File: src/rtl/bdpsk_tx_ctrl.sv
// -----------------------------------------------------------------------------
// bdpsk_tx_ctrl
//
// Byte-serial transmit controller for a differential BPSK modulator. Bytes are
// accepted through a valid/ready handshake and sent MSB first, one bit per
// symbol of N clock cycles. Each symbol's carrier phase is the previous phase
// XOR the new bit (0 = 0 deg, 1 = 180 deg).
//
// Optional feature (compile-time macro BDPSK_TX_PREAMBLE_EN):
//   defined   - every frame that starts from IDLE is preceded by PRE_LEN
//               symbols of '1' (state PRE, counter pre_cnt).
//   undefined - no PRE state; IDLE goes directly to DATA; PRE_LEN unused.
//
// Parameters:
//   N        clock cycles per symbol, 2..1024
//   PRE_LEN  preamble length in symbols, 1..64
//
// Ports:
//   clk       in   single clock, rising edge
//   reset_n   in   asynchronous active-low reset
//   in_data   in   [7:0] byte to send, sampled only on handshake
//   in_valid  in   in_data valid
//   in_ready  out  byte accepted this cycle when in_valid is also high
//   sym_tick  out  one-cycle pulse on the last cycle of every symbol
//   tx_bit    out  raw bit of the current symbol (0 when idle)
//   tx_phase  out  differentially encoded phase, holds its value when idle
//   busy      out  high whenever the controller is not idle
// -----------------------------------------------------------------------------
module bdpsk_tx_ctrl #(
  parameter int N       = 128,
  parameter int PRE_LEN = 8
) (
  input  logic       clk,
  input  logic       reset_n,
  input  logic [7:0] in_data,
  input  logic       in_valid,
  output logic       in_ready,
  output logic       sym_tick,
  output logic       tx_bit,
  output logic       tx_phase,
  output logic       busy
);

  // Parameter legality is checked at elaboration so an illegal build fails
  // loudly instead of producing a mis-sized counter.
  if (N < 2 || N > 1024) begin : g_bad_n
    $error("bdpsk_tx_ctrl: N must be in 2..1024");
  end
  if (PRE_LEN < 1 || PRE_LEN > 64) begin : g_bad_pre_len
    $error("bdpsk_tx_ctrl: PRE_LEN must be in 1..64");
  end

  localparam int            CW       = $clog2(N);
  localparam logic [CW-1:0] CNT_LAST = CW'(N - 1);

`ifdef BDPSK_TX_PREAMBLE_EN
  localparam int            PW       = (PRE_LEN > 1) ? $clog2(PRE_LEN) : 1;
  localparam logic [PW-1:0] PRE_LAST = PW'(PRE_LEN - 1);

  typedef enum logic [1:0] {
    S_IDLE = 2'd0,
    S_PRE  = 2'd1,
    S_DATA = 2'd2
  } state_t;
`else
  typedef enum logic [0:0] {
    S_IDLE = 1'b0,
    S_DATA = 1'b1
  } state_t;
`endif

  state_t        r_state;
  state_t        w_state_nxt;
  logic [CW-1:0] r_cnt;
  logic [2:0]    r_bit_idx;
  logic [7:0]    r_byte;
  logic          r_tx_bit;
  logic          r_tx_phase;
`ifdef BDPSK_TX_PREAMBLE_EN
  logic [PW-1:0] r_pre_cnt;
`endif

  logic w_sym_end;    // last cycle of the current symbol
  logic w_handshake;
  logic w_sym_load;   // a new symbol starts next cycle
  logic w_sym_bit;    // raw bit of that new symbol
  logic w_byte_load;
  logic w_go_idle;

  assign w_sym_end   = (r_state != S_IDLE) && (r_cnt == CNT_LAST);
  // The ready window inside DATA is the very last cycle of a byte, which lets
  // a back-to-back byte start with no idle gap.
  assign in_ready    = (r_state == S_IDLE) ||
                       ((r_state == S_DATA) && (r_bit_idx == 3'd7) && w_sym_end);
  assign w_handshake = in_valid && in_ready;
  assign sym_tick    = w_sym_end;
  assign busy        = (r_state != S_IDLE);
  assign tx_bit      = r_tx_bit;
  assign tx_phase    = r_tx_phase;

  // ---------------------------------------------------------------------------
  // Next-state and symbol-load decode
  // ---------------------------------------------------------------------------
  always_comb begin
    // NOTE: every output of this block gets a default first so that no path
    // through the case statement leaves a signal unassigned (which would
    // infer a latch).
    w_state_nxt = r_state;
    w_sym_load  = 1'b0;
    w_sym_bit   = 1'b0;
    w_byte_load = 1'b0;
    w_go_idle   = 1'b0;

    case (r_state)
      S_IDLE: begin
        if (w_handshake) begin
          w_byte_load = 1'b1;
          w_sym_load  = 1'b1;
`ifdef BDPSK_TX_PREAMBLE_EN
          w_state_nxt = S_PRE;
          w_sym_bit   = 1'b1;
`else
          w_state_nxt = S_DATA;
          w_sym_bit   = in_data[7];
`endif
        end
      end

`ifdef BDPSK_TX_PREAMBLE_EN
      S_PRE: begin
        if (w_sym_end) begin
          w_sym_load = 1'b1;
          if (r_pre_cnt == PRE_LAST) begin
            w_state_nxt = S_DATA;
            w_sym_bit   = r_byte[7];
          end else begin
            w_sym_bit   = 1'b1;
          end
        end
      end
`endif

      S_DATA: begin
        if (w_sym_end) begin
          if (r_bit_idx != 3'd7) begin
            w_sym_load = 1'b1;
            w_sym_bit  = r_byte[3'd6 - r_bit_idx];
          end else if (w_handshake) begin
            // Chained byte: no preamble, continue straight into its MSB.
            w_byte_load = 1'b1;
            w_sym_load  = 1'b1;
            w_sym_bit   = in_data[7];
          end else begin
            w_state_nxt = S_IDLE;
            w_go_idle   = 1'b1;
          end
        end
      end

      default: w_state_nxt = S_IDLE;
    endcase
  end

  // ---------------------------------------------------------------------------
  // State register
  // ---------------------------------------------------------------------------
  always_ff @(posedge clk or negedge reset_n) begin
    // NOTE: sequential state uses non-blocking assignments so every register
    // samples the pre-edge values regardless of statement order.
    if (!reset_n) r_state <= S_IDLE;
    else          r_state <= w_state_nxt;
  end

  // ---------------------------------------------------------------------------
  // Counters and symbol outputs
  // ---------------------------------------------------------------------------
  always_ff @(posedge clk or negedge reset_n) begin
    if (!reset_n) begin
      r_cnt      <= '0;
      r_bit_idx  <= 3'd0;
      r_tx_bit   <= 1'b0;
      r_tx_phase <= 1'b0;
    end else begin
      if (r_state == S_IDLE || w_sym_end) r_cnt <= '0;
      else                                r_cnt <= r_cnt + 1'b1;

      // bit_idx wraps 7 -> 0 at the end of a byte, which is also the value
      // wanted on a chained byte or on return to IDLE.
      if (r_state == S_DATA && w_sym_end) r_bit_idx <= r_bit_idx + 3'd1;

      if (w_sym_load) begin
        r_tx_bit   <= w_sym_bit;
        r_tx_phase <= r_tx_phase ^ w_sym_bit;
      end else if (w_go_idle) begin
        r_tx_bit   <= 1'b0;
      end
    end
  end

`ifdef BDPSK_TX_PREAMBLE_EN
  always_ff @(posedge clk or negedge reset_n) begin
    if (!reset_n) begin
      r_pre_cnt <= '0;
    end else if (r_state == S_PRE && w_sym_end) begin
      if (r_pre_cnt == PRE_LAST) r_pre_cnt <= '0;
      else                       r_pre_cnt <= r_pre_cnt + 1'b1;
    end
  end
`endif

  // NOTE: the byte holding register is pure datapath and is always written
  // before it is read after a handshake, so it carries no reset.
  always_ff @(posedge clk) begin
    if (w_byte_load) r_byte <= in_data;
  end

endmodule

File: config.mk
export PLATFORM = sky130hd
export DESIGN_NAME = bdpsk_tx_ctrl
export DESIGN_NICKNAME = d
export VERILOG_FILES = /design/src/rtl/bdpsk_tx_ctrl.sv
export SDC_FILE = /design/constraint.sdc
export NUM_CORES = 1
export LEC_CHECK = 0
export ABC_AREA = 1
export CAP_MARGIN = 30
export CORE_MARGIN = 2
export CORE_UTILIZATION = 50
export DETAILED_ROUTE_END_ITERATION = 10
export GPL_ROUTABILITY_DRIVEN = 0
export GPL_TIMING_DRIVEN = 0
export PLACE_DENSITY = 0.76
export SLEW_MARGIN = 20
export SYNTH_ARGS = -nofsm -noshare
export SYNTH_HDL_FRONTEND = slang
export SYNTH_SLANG_ARGS = --single-unit
File: constraint.sdc
create_clock -name clk -period 2.48 [get_ports clk]
set_input_delay 0.248 -clock clk [delete_from_list [all_inputs] [get_ports clk]]
set_output_delay 0.248 -clock clk [all_outputs]
set_load 0.01 [all_outputs]
Yosys cells after proc, flatten, opt, wreduce, memory -nomap -nowiden. Index checks and enable logic that the tools add are counted.

Flip-flop bits (word level): 21. Bits of input ports: 11. Output and inout port bits: 5. Word-level logic and storage cells: 45.

Add/subtract/negate cells: 3. $lt $le $gt $ge: 1. Equal/unequal tests: 3. Muxes and demuxes: 22. Bitwise operators: 2. Reduce and logical (&&, ||, !) cells: 8.

Operators with widths (count): 1-bit two-way mux (16); 1-bit one-hot mux with 2 select lines (4); 7-bit by 1-bit adder with 7-bit output (second input constant) (1); 7-bit equality test (second input constant) (1); 7-bit two-way mux (1); 1-bit logical AND (5); 3-bit by 4-bit < comparator with 1-bit output (second input constant) (1); 3-bit by 1-bit adder with 3-bit output (second input constant) (1); 1-bit binary-select mux with 3-bit select (1); 3-bit equality test (second input constant) (1); 3-bit inequality test (second input constant) (1); 3-bit subtractor (first input constant) (1); 1-bit logical OR (2); 2-bit nonzero test (1); 1-bit NOT (1); 1-bit bitwise XOR (1).

Longest topological paths before layout.
Depth in word-level cells: 11. Depth in mapped cells: 10. Gate-level depth less buffers: 10.

Worst setup path before layout. No wires, ideal clock.

Path kind: register to register. Start point: register r_cnt[0]. End point: register r_byte[0] (enable). Setup time: 370 ps. Data arrival time: 1392 ps. Data required time: 2110 ps. Slack: 718 ps. Cell stages (with the launch flop): 8. Path buffers: 0. Period minus slack after synthesis: 1762 ps. Cell sequence: dfrtp_1 -> ha_1 -> nand2_2 -> nor2_4 -> nand2_2 -> nand2_4 -> o21ai_0 -> nor2_1.

Cells in the longest elaborated chain, start to end: 9.

Ends and longest elaborated chain: start, declared (RTL line 74) `logic [CW-1:0] r_cnt;`; start signal, assigned (RTL line 185) `else r_cnt <= r_cnt + 1'b1;`; 7-bit equality test * (RTL line 90) `assign w_sym_end = (r_state != S_IDLE) && (r_cnt == CNT_LAST);`; 1-bit logical AND * (RTL line 90); 1-bit logical AND (RTL line 94) `((r_state == S_DATA) && (r_bit_idx == 3'd7) && w_sym_end);`; 1-bit logical OR (RTL line 93) `assign in_ready = (r_state == S_IDLE) ||`; 1-bit logical AND (RTL line 95) `assign w_handshake = in_valid && in_ready;`; 1-bit two-way mux (RTL line 116, 148); 1-bit two-way mux (RTL line 145) `if (r_bit_idx != 3'd7) begin`; 1-bit two-way mux (RTL line 144) `if (w_sym_end) begin`; 1-bit one-hot mux with 2 select lines * (RTL line 114) `case (r_state)`; net w_byte_load (RTL line 87) `logic w_byte_load;`; end signal, assigned (RTL line 214) `if (w_byte_load) r_byte <= in_data;`; end, declared (RTL line 76) `logic [7:0] r_byte;`.

The timed path passes the listed nets; every way through them passes the cells marked *. A chain may end at the register's enable or synchronous reset.

Worst setup path after layout.
Start point: register r_cnt[0]. End point: output port in_ready.

Cells in the longest elaborated chain, start to end: 4.

Ends and longest elaborated chain: 7-bit equality test (RTL line 90); 1-bit logical AND (RTL line 90); 1-bit logical AND (RTL line 94); 1-bit logical OR (RTL line 93); end, declared (RTL line 37) `output logic in_ready,`.

Every way passes these cells.

==> summary.txt <==
Outcome
  • Status: completed

Critical path
  • CP required: 2230 ps
  • CP max-delay cell: clkdlybuf4s50_1
  • CP Max Fanout: 7
  • Top cell by count, worst path: nand2_2
  • Setup crit end kind: output port
  • R2r endpoint: r_byte[4]
  • CP max stage delay: 540 ps
  • CP Launch Type: flip-flop
  • Top delay family on crit path: buffers and inverters
  • Reg2Reg Setup Slack: approximately 470 ps
  • Bufs and invs on worst path: 2
  • Cells along the critical path: ha_1 -> nand2_2 -> nor2_4 -> nand2_2 -> nand2_4 -> o21ai_0 -> inv_1 -> clkdlybuf4s50_1
  • Arr. time, crit path: 2080 ps
  • Critical path class: reg -> out
  • Reg2Reg Depth: 7
  • Worst r2r src: r_cnt[0]

Logic synthesis
  • Library cells used by synthesis: 17
  • Post-Syn Area per Cell: roughly 9.8 um^2
  • Register area share after synthesis: 0.589
  • Synth top area share: 0.339
  • Syn Nets: 113
  • Biggest area consumer among synthesized cells: dfrtp_1
  • Synth area leaders: dfrtp_1 (34%), edfxtp_1 (25%), nand2_1 (7.8%)
  • Register bit total from synthesis: 21
  • Synthesized area: 961 um^2
  • Cell count after synthesis: 98
  • Yosys warns: 0

CTS
  • Clock latency on the worst-skew pair: 310 ps
  • TritonCTS buffer count: 3
  • CTS Hold Bufs: 0
  • Cell chosen for the clock root: clkbuf_4
  • CTS Sinks: 21
  • Clock slew at reported path FFs: 120 ps
  • CTS tree: yes
  • Bufs on Longest Clock Path: 2
  • # H-tree levels: 1

Hold path
  • Hold WC Path Type: in -> async

GRT
  • Total grt overflow: 0
  • First-pass GRT wire length: 2740 um
  • Vias in the first global route: 669
  • Largest net degree at the start of global routing: 14
  • Antenna violations before repair: 0
  • GRT Util Overall: 0.182

Routing
  • Initial drt markers: 17
  • Vias: roughly 700
  • DRT Pass-1 Iters: 4
  • Vias per cell: 5.03
  • WL final: 1710 um
  • Residual DRC: 0
  • Post-route ant nets: 0
  • Routed WL per cell: roughly 12 um

STA
  • Final slew viol count: 0
  • Worst Clk Skew: 7.55 ps
  • Crit share post-route: 0.937
  • Worst-Margin Slew: 648 ps
  • Setup ws final: between 150 and 200 ps
  • Final min period: 2320 ps
  • Endpoints failing hold: 0
  • Final setup fails: 0
  • Fmax: ~430 MHz
  • Slew headroom: 0.567

Placed design
  • DP HPWL: 1280 um
  • Pre-CTS setup slack: 488 ps
  • # port buffers: 15

Power and ir drop
  • Psw: between 0.1 and 0.15 mW
  • Pleak: 0.546 nW
  • Worst VDD drop: a little under 400 uV
  • Combinational Power Share: 0.038
  • Pwr Total: 0.545 mW
  • Pwr/cell area: 463 nW/um^2
  • Switching portion of total power: 0.203
  • Flop pwr share: 0.662
  • Cell Int Power: roughly 0.43 mW
  • Clock power frac: 0.301

Floorplan
  • Die width: 47.8 um
  • Initial Util: 0.545
  • Row count: 15
  • Vert. Die Dim: ~48 um
  • I/O Pins: 16
  • Die area: 2290 um^2
  • Core Area: between 1500 and 2000 um^2

Final layout
  • Commonest non-fill, non-tap cell in the layout: nand2_1
  • # nets final: 134
  • Number of diodes: 0
  • Most frequent cells in the layout: nand2_1 (20), clkdlybuf4s50_1 (15), inv_1 (13), dfrtp_1 (13)
  • Fraction of layout instances using a drive strength above 1: 0.0932
  • Post-synthesis to final-layout area growth: 22.5%

Run
  • Maxcap violations: 0
==> state kept, by name (all words and copies together) (netlist names) <==
signal     flops
busy           1
r_bit_idx      3
r_byte         8
r_cnt          7
tx_bit         1
tx_phase       1
==> cell type report <==
| class | count | area, um^2 |
|---|---|---|
| multi-input combinational | 63 | 340 |
| fill | 145 | 587 |
| clock inverter | 1 | 5.00 |
| sequential | 21 | 566 |
| clock buffer | 3 | 22.5 |
| inverter | 14 | 55.1 |
| tap | 25 | 31.3 |
| timing repair buffer | 16 | 158 |
==> cell usage after synthesis <==
library cell / n
nor2_4: 2
nand2_1: 20
inv_1: 13
nand2_2: 2
xor2_1: 2
o21ai_1: 1
nand2_4: 1
dfrtp_1: 13
inv_4: 1
nand3b_1: 1
nor2_1: 10
o21ai_0: 6
edfxtp_1: 8
a21oi_1: 3
nand4_1: 1
ha_1: 4
nand3_1: 10
==> per-stage QoR <==
step           cell area (um^2)  instances  utilization  hold WS (ps)  TNS (ps)
3_5_place_dp               1140        138        0.648           484         0
2_1_floorplan               961         98            -         -47.6         0
3_3_place_gp               1140        138        0.648           471         0
4_1_cts                    1170        142        0.663           310         0
5_1_grt                    1180        143        0.667           344     -11.2
6_report                   1180        143        0.667           294         0
==> power by group through the flow <==
stage                     Clock [mW]  Combinational, mW  Sequential [mW]
final                          0.164             0.0206            0.360
after global routing           0.180             0.0229            0.360
after CTS                      0.166             0.0210            0.360
after detailed placement           0             0.0209            0.368
after global placement             0             0.0204            0.368
after floorplan                    0           0.000597            0.368
==> kinds of logic after synthesis <==
kind of cell    after synthesis  share of synthesized area
compound gates               10                     0.0521
xor+xnor                      2                     0.0182
fa+ha+maj                     4                     0.0521
buf+inv                      14                     0.0573
flops                        21                      0.589
simple gates                 47                      0.232
==> routing by layer <==
layer / part of all wire / global-route usage / vias up
met5: 0 / 0 / -
met4: 0.028 / 0.119 / 0
met1: 0.49 / 0.255 / 347
met2: 0.45 / 0.259 / 15
li1: - / - / 353
met3: 0.031 / 0.0302 / 4
==> worst max path at each step <==
stage,depth (start not counted),end,from
2_1_floorplan,7,r_byte[0],r_cnt[0]
3_3_place_gp,8,in_ready,r_cnt[0]
3_5_place_dp,7,r_byte[0],r_cnt[0]
4_1_cts,8,in_ready,r_cnt[0]
5_1_grt,8,in_ready,r_cnt[0]
6_report,8,in_ready,r_cnt[0]
==> timing repair <==
item | CTS | global route
setup endpoints to repair | 0 | 1
resized for setup | 0 | 0
buffers inserted | 0 | 1
No activity file was read; power rests on OpenSTA's default activity.
